File: src/rtl/hazard_stall_unit.sv
// EX-side hazard controller: load-use stall and taken-branch flush, each stretchable over several cycles.
// Optional build macro HAZARD_PERF_EN adds saturating stall/flush cycle counters.
module hazard_stall_unit #(
    parameter int LOAD_STALL_CYCLES = 1,
    parameter int BR_FLUSH_CYCLES   = 1
) (
    input  logic       clk,
    input  logic       reset,
    input  logic [4:0] IFID_Rn,
    input  logic [4:0] IFID_Rm,
    input  logic       ID_Rn_valid,
    input  logic       ID_Rm_valid,
    input  logic [4:0] EX_Rd,
    input  logic       EX_read_enable,
    input  logic       EX_RegWrite,
    input  logic       EX_NOOP,
    input  logic       EX_BrTaken,
    output logic       PC_en,
    output logic       IFID_en,
    output logic       IFID_flush,
    output logic       IDEX_bubble,
    output logic       busy
`ifdef HAZARD_PERF_EN
    ,
    output logic [31:0] stall_cycles,
    output logic [31:0] flush_cycles
`endif
);

    localparam logic [1:0] S_RUN      = 2'd0;
    localparam logic [1:0] S_LD_STALL = 2'd1;
    localparam logic [1:0] S_BR_FLUSH = 2'd2;

    localparam logic [2:0] LD_RELOAD = 3'(LOAD_STALL_CYCLES - 1);
    localparam logic [2:0] BR_RELOAD = 3'(BR_FLUSH_CYCLES - 1);
    localparam bit         LD_MULTI  = (LOAD_STALL_CYCLES > 1);
    localparam bit         BR_MULTI  = (BR_FLUSH_CYCLES > 1);

    logic [1:0] state;
    logic [1:0] state_next;
    logic [2:0] cnt;
    logic [2:0] cnt_next;
    logic       ld_hazard;
    logic       br;
    logic       pc_c;
    logic       ifid_en_c;
    logic       flush_c;
    logic       bubble_c;

    // XZR is never a real producer, and bubbles or non-writing loads never stall decode.
    assign ld_hazard = EX_read_enable & EX_RegWrite & ~EX_NOOP & (EX_Rd != 5'd31) &
                       ((ID_Rn_valid & (IFID_Rn == EX_Rd)) |
                        (ID_Rm_valid & (IFID_Rm == EX_Rd)));
    assign br = EX_BrTaken & ~EX_NOOP;

    always_comb begin
        state_next = state;
        cnt_next   = cnt;
        pc_c       = 1'b1;
        ifid_en_c  = 1'b1;
        flush_c    = 1'b0;
        bubble_c   = 1'b0;
        case (state)
            S_RUN: begin
                if (br) begin
                    flush_c  = 1'b1;
                    bubble_c = 1'b1;
                    if (BR_MULTI) begin
                        state_next = S_BR_FLUSH;
                        cnt_next   = BR_RELOAD;
                    end
                end else if (ld_hazard) begin
                    pc_c      = 1'b0;
                    ifid_en_c = 1'b0;
                    bubble_c  = 1'b1;
                    if (LD_MULTI) begin
                        state_next = S_LD_STALL;
                        cnt_next   = LD_RELOAD;
                    end
                end
            end
            S_LD_STALL: begin
                bubble_c = 1'b1;
                // A taken branch makes the held decode instruction wrong-path: flush it now.
                if (br) begin
                    flush_c = 1'b1;
                    if (BR_MULTI) begin
                        state_next = S_BR_FLUSH;
                        cnt_next   = BR_RELOAD;
                    end else begin
                        state_next = S_RUN;
                        cnt_next   = 3'd0;
                    end
                end else begin
                    pc_c      = 1'b0;
                    ifid_en_c = 1'b0;
                    if (cnt <= 3'd1) begin
                        state_next = S_RUN;
                        cnt_next   = 3'd0;
                    end else begin
                        cnt_next = cnt - 3'd1;
                    end
                end
            end
            S_BR_FLUSH: begin
                flush_c  = 1'b1;
                bubble_c = 1'b1;
                if (cnt <= 3'd1) begin
                    state_next = S_RUN;
                    cnt_next   = 3'd0;
                end else begin
                    cnt_next = cnt - 3'd1;
                end
            end
            default: begin
                state_next = S_RUN;
                cnt_next   = 3'd0;
            end
        endcase
    end

    always_ff @(posedge clk or posedge reset) begin
        if (reset) begin
            state <= S_RUN;
            cnt   <= 3'd0;
        end else begin
            state <= state_next;
            cnt   <= cnt_next;
        end
    end

    // Reset holds the front end frozen and the ID/EX register bubbled.
    assign PC_en       = reset ? 1'b0 : pc_c;
    assign IFID_en     = reset ? 1'b0 : ifid_en_c;
    assign IFID_flush  = reset ? 1'b1 : flush_c;
    assign IDEX_bubble = reset ? 1'b1 : bubble_c;
    assign busy        = ~reset & (state != S_RUN);

`ifdef HAZARD_PERF_EN
    always_ff @(posedge clk or posedge reset) begin
        if (reset) begin
            stall_cycles <= 32'd0;
            flush_cycles <= 32'd0;
        end else begin
            if (!PC_en && (stall_cycles != 32'hFFFF_FFFF)) begin
                stall_cycles <= stall_cycles + 32'd1;
            end
            if (IFID_flush && (flush_cycles != 32'hFFFF_FFFF)) begin
                flush_cycles <= flush_cycles + 32'd1;
            end
        end
    end
`endif

endmodule

File: config.mk
export PLATFORM = sky130hd
export DESIGN_NAME = hazard_stall_unit
export DESIGN_NICKNAME = d
export VERILOG_FILES = /design/src/rtl/hazard_stall_unit.sv
export SDC_FILE = /design/constraint.sdc
export NUM_CORES = 1
export LEC_CHECK = 0
export CAP_MARGIN = 10
export CORE_UTILIZATION = 40
export CTS_CLUSTER_DIAMETER = 30
export DETAILED_ROUTE_END_ITERATION = 16
export DONT_BUFFER_PORTS = 1
export PLACE_DENSITY = 0.57
export RECOVER_POWER = 25
export REMOVE_ABC_BUFFERS = 1
export SETUP_SLACK_MARGIN = 0.3
export SLEW_MARGIN = 20
export SYNTH_ARGS = -nofsm -noshare
export SYNTH_HDL_FRONTEND = slang
export SYNTH_SLANG_ARGS = --single-unit
File: constraint.sdc
create_clock -name clk -period 2.26 [get_ports clk]
set_input_delay 0.678 -clock clk [delete_from_list [all_inputs] [get_ports clk]]
set_output_delay 0.678 -clock clk [all_outputs]
set_load 0.02 [all_outputs]
Word-level counts from Yosys, hierarchy flattened:

Cells that the tools add are included.

* logic and storage cells: 41
* output and inout port bits: 5
* register bits after elaboration: 5
* input port bits: 23

* equality and inequality tests: 5
* magnitude comparators: 1
* add/sub/neg operators: 1
* bitwise operators: 11
* mux-type cells: 17
* reduce and logical (&&, ||, !) cells: 4

Operators with widths (number)
* $eq 5x5->1: 2
* $pmux 3 s3: 1
* $and 1x1->1: 8
* $mux 1: 8
* $mux 3: 2
* $pmux 1 s2: 3
* $pmux 2 s3: 1
* $ne 5x5->1 const B: 1
* $mux 2: 2
* $reduce_or 2->1: 2
* $le 3x1->1 const B: 1
* $sub 3x1->3 const B: 1
* $eq 2x1->1 const B: 1
* $eq 2x2->1 const B: 1
* $logic_not 2->1: 1
* $not 1->1: 2
* $reduce_bool 2->1: 1
* $or 1x1->1: 1

Longest topological paths before layout:

Gate-level depths: netlist of run 1.

* word-level depth: 8
* mapped depth: 7

Least setup slack after synthesis of run 1:

No wires, ideal clock.

* path kind: register to output
* start point: register state[1]
* end point: output PC_en
* cell stages (with the launch flop): 8
* arrival time: 1747 ps
* path slack: -165 ps
* data required time: 1582 ps
* cell sequence: dfrtp_1 > inv_1 > ha_1 > buf_2 > inv_1 > a31o_2 > a41oi_1 > buf_4

* cells in the longest elaborated chain, start to end: 3
* elaborated cells on any way between the ends: 4
* classes of those cells: eq/ne (1); mux (2); reduce/logical (1)

Ends and longest elaborated chain
* from (decl): line 39 `logic [1:0] state;`
* from (signal assigned): line 127 `state <= state_next;`
* $eq 2x1->1 / $logic_not 2->1 (equally long branches)
* $pmux 1 s2 (*)
* $mux 1 (*)
* to (decl): line 18 `output logic PC_en,`

Mark *: on every way between the ends. The rest lies on a longest branch, timed or not.

Worst setup path in the final report of run 1:

* start point: register state[1]
* end point: output IDEX_bubble

* cells in the longest elaborated chain, start to end: 4
* elaborated cells on any way between the ends: 6
* classes of those cells: eq/ne (2); mux (2); reduce/logical (2)

Ends and longest elaborated chain
* $eq 2x2->1 / $eq 2x1->1 (equally long branches): line 63 `case (state)`
* $reduce_or 2->1 (no line)
* $pmux 1 s2 (*): line 63
* $mux 1 (*): line 136 `assign IDEX_bubble = reset ? 1'b1 : bubble_c;`
* to (decl): line 21 `output logic IDEX_bubble,`

Marked as above.

==> summary.txt, run 1 <==
Setup path
  • Critical Path Sink Type: output pin
  • Crit path max-delay family: compound AO/OA/AOI/OAI gates
  • Critical Path Sink: IDEX_bubble
  • WP buf/inv: 2
  • Worst Setup SP: state[1]$_DFFE_PP0N_
  • CP cell instances: inv_2 > ha_4 > inv_2 > a211oi_2 > a311o_1
  • CP Class: flop to output pin
  • Flop2flop setup slack: 0.77 ns
  • Startpoint Class: flop
  • Cell mode on critical path: inv_2
  • Critical R2R Launch: cnt[0]$_DFFE_PP0N_
  • Worst-case reg-to-reg path depth: 5
  • Worst r2r dst: cnt[2]$_DFFE_PP0N_
  • Worst EP required: 1.58 ns
  • Slowest cell on the critical path: a311o_1
  • Stages on worst setup path: 5
  • CP peak stage delay: 0.41 ns
  • CP Max Fanout: 3
  • Crit path DAT: 1.51 ns

Timing
  • # setup viols final: 0
  • Clk_skew: 0.00314 ns
  • Setup_tns: 0 ns
  • Final Critical Period: 2.19 ns
  • Slew margin rel.: 76.9%
  • Max-slew violations: 0
  • Final hold violations: 0
  • Final Cycle Share: 96.7%
  • Slew @ Worst Pin: 0.345 ns
  • Hold Slack: 0.252 ns
  • RSZ-0062 raised after global routing: true
  • Max Fclk: 457 MHz

Clocking
  • Clock Latency Late Sink: 0.24 ns
  • CTS tree: built
  • Clock-pin slew of the registers on the worst-case setup and hold paths: 0.04 ns
  • Htree depth: 1
  • Clock sink count: 5
  • Root Buffer: clkbuf_4
  • CTS hold repair buffers: 0
  • Total CTS buffers: 3
  • Max Buffers Root-to-Sink: 2

Floorplanning
  • I/O pin count: 28
  • Num rows: 13
  • Core ar.: 1320 um2
  • Die area: 1580 um2
  • Initial Util: 43.2%
  • Die width: 39.7 um
  • Die Y: 39.7 um

Logic synthesis
  • Share of async-settable or async-resettable flops after synthesis: 100%
  • Ranking of synthesized cells by area: dfrtp_1 (22%), xnor2_1 (15%), ha_1 (13%)
  • Mapped Area: 569 um2
  • Number of synthesized flops with an enable pin: 0
  • Adder-Cell Fraction of Synth Area: 13.2%
  • Compound-Gate Fraction of Synth Area: 24.0%
  • Yosys warns: 0
  • Largest family of logic cells by synthesized area: compound AO/OA/AOI/OAI gates
  • Synth Area in XOR/XNOR: 15.4%
  • Synth top area share: 22.0%
  • Synth cell count leaders: xnor2_1 (10), inv_1 (7), ha_1 (6), nand2_1 (6)
  • Most frequent cell after synthesis: xnor2_1
  • Mux cell area share after synthesis: 0%
  • Dominant cell type by area after synthesis: dfrtp_1
  • Flops & latches, synth: 5
  • Post-Syn Area per Cell: 8.90 um2
  • Post-synthesis instance total: 64
  • Fraction of the mapped netlist area in simple logic gates: 18.7%
  • Sequential fraction of the synthesis area: 22.0%
  • Yosys cell types: 28
  • Ys flop type: dfrtp_1

Power
  • LEAKAGE: 0.302 nW
  • Max VDD drop: 0.201 mV
  • Pwr Density: 307 nW/um2

Global route
  • Vias in the first global route: 469
  • Initial antenna violation count: 0
  • Total gr overflow: 0
  • First-pass GRT wire length: 1.93 mm
  • Pin count of the biggest net entering global routing: 7
  • Global Route Usage Sum: 18.4%

Run
  • Max Cap Violations: 0

Cells and area
  • Final instance area: 767 um2
  • Nets: 107
  • Area grow syn2layout: 34.7%
  • Fill count: 112
  • Core Util, Final: 58.2%
  • ANT cells: 0
  • Share of cells above drive strength 1: 45.5%

Detailed routing
  • Final wirelength: 1.23 mm
  • Routed vias: 518
  • Vias per cell: 5.63
  • Remaining antenna violation count: 0
  • Drt first pass iters: 4
  • DRC: 0
  • DR WL/cell: 13.4 um
  • DRT iter0 DRCs: 6

Placed design
  • DP Area: 598 um2
  • Post-DP HPWL: 816 um
  • Number of port buffers: 0
  • GPL Wtd Cong: 0.769

Outcome
  • Status: complete, no violations

Min path
  • HP Class: input pin to async pin
how the worst min path moves through the flow:
stage / slack, ns / to / cells after the start / startpoint
3_5_place_dp: 0.50 / cnt[2]$_DFFE_PP0N_ / 1 / reset
6_report: 0.25 / cnt[2]$_DFFE_PP0N_ / 1 / reset
5_1_grt: 0.26 / cnt[1]$_DFFE_PP0N_ / 1 / reset
3_3_place_gp: 0.51 / cnt[2]$_DFFE_PP0N_ / 1 / reset
2_1_floorplan: 0.46 / cnt[0]$_DFFE_PP0N_ / 1 / reset
4_1_cts: 0.24 / cnt[2]$_DFFE_PP0N_ / 1 / reset
sequential cells by signal (all words and copies together), names as in the netlist:
register	count
state	2
cnt	3
worst register-to-register path, delay by kind of cell (launching register included):
family / cells / cell delay [ns]
simple gates: 2 / 0.37
compound gates: 2 / 0.44
fa+ha+maj: 1 / 0.21
flops: 1 / 0.41
cell usage in the layout, fill, tap and decap left out:
| cell type | count |
|---|---|
| xnor2_1 | 10 |
| buf_4 | 9 |
| nand2_1 | 6 |
| dfrtp_1 | 5 |
| inv_2 | 4 |
| nor2_1 | 3 |
| inv_1 | 3 |
| ha_4 | 3 |
| ha_1 | 3 |
| clkbuf_4 | 3 |
| nor2_2 | 2 |
| a22o_1 | 2 |
| o21a_1 | 2 |
| nand4_1 | 2 |
| a211oi_2 | 2 |
| buf_6 | 2 |
| o21ba_2 | 1 |
| nand2b_4 | 1 |
| a21oi_2 | 1 |
| nor3_2 | 1 |
| nor3b_1 | 1 |
| o41ai_2 | 1 |
| o22ai_2 | 1 |
| and4_1 | 1 |
| a31o_4 | 1 |
| a41oi_2 | 1 |
| nor2b_1 | 1 |
| o21ai_0 | 1 |
| nor2_4 | 1 |
| a311o_1 | 1 |
| a21bo_2 | 1 |
| clkbuf_1 | 1 |
kinds of logic (layout without fill, tap and decap cells):
kind of cell | count (synthesis) | count (layout)
AOI/OAI and AO/OA | 15 | 15
xor gates and xnor gates | 10 | 10
adders and majority gates | 6 | 6
buffers and inverters | 9 | 22
DFF | 5 | 5
and+or+nand+nor | 19 | 19
metrics by stage:
step	total power, mW	cells	setup slack, ns
final	0.236	92	0.0736
after global routing	0.254	92	0.0210
after CTS	0.241	89	0.0654
after detailed placement	0.131	80	0.0912
after global placement	0.131	80	0.0959
after floorplan	0.126	62	-0.197
layer usage:
metal  routed length, um  track usage (%)  up-vias
met5                   0                0        -
met4                   2             5.17        0
met3                  78             3.41        2
met2                 682             33.2       23
met1                 471             21.5      244
li1                    -                -      249
area by class of cell:
class	instances	area, um2	share of cell area [%]
sequential	5	125	16.3
multi-input combinational	50	480	62.6
inverter	7	26.3	3.43
clock buffer	4	26.3	3.43
tap	15	18.8	2.45
timing repair buffer	11	90.1	11.7
repair_timing:
item | in CTS | in global routing
hold endpoints to repair | 0 | 0
setup buffers | 5 | 3
resized for setup | 17 | 2
pin swaps | 3 | 3
setup endpoints to repair | 4 | 3
report_power, final:
group          switching (mW)  leakage, nW  internal (mW)
combinational          0.0209        0.223         0.0236
sequential                  0       0.0647         0.0899
clock                  0.0346       0.0150         0.0666
total                  0.0555        0.302          0.180
Note: power is estimated with default switching activity, not from simulation.
==> run 2: changes to the inputs <==
--- a/config.mk
+++ b/config.mk
@@ -10,6 +10,7 @@
 export CTS_CLUSTER_DIAMETER = 30
 export DETAILED_ROUTE_END_ITERATION = 16
 export DONT_BUFFER_PORTS = 1
+export HOLD_SLACK_MARGIN = 0.05
 export PLACE_DENSITY = 0.57
 export RECOVER_POWER = 25
 export REMOVE_ABC_BUFFERS = 1
==> results of run 2 <==
Final layout, timing and power as in run 1 (identical DEF).
==> run 3: changes to the inputs <==
--- a/config.mk
+++ b/config.mk
@@ -5,7 +5,7 @@
 export SDC_FILE = /design/constraint.sdc
 export NUM_CORES = 1
 export LEC_CHECK = 0
-export CAP_MARGIN = 10
+export CAP_MARGIN = 20
 export CORE_UTILIZATION = 40
 export CTS_CLUSTER_DIAMETER = 30
 export DETAILED_ROUTE_END_ITERATION = 16
==> results of run 3 <==
Final layout, timing and power as in run 1 (identical DEF).
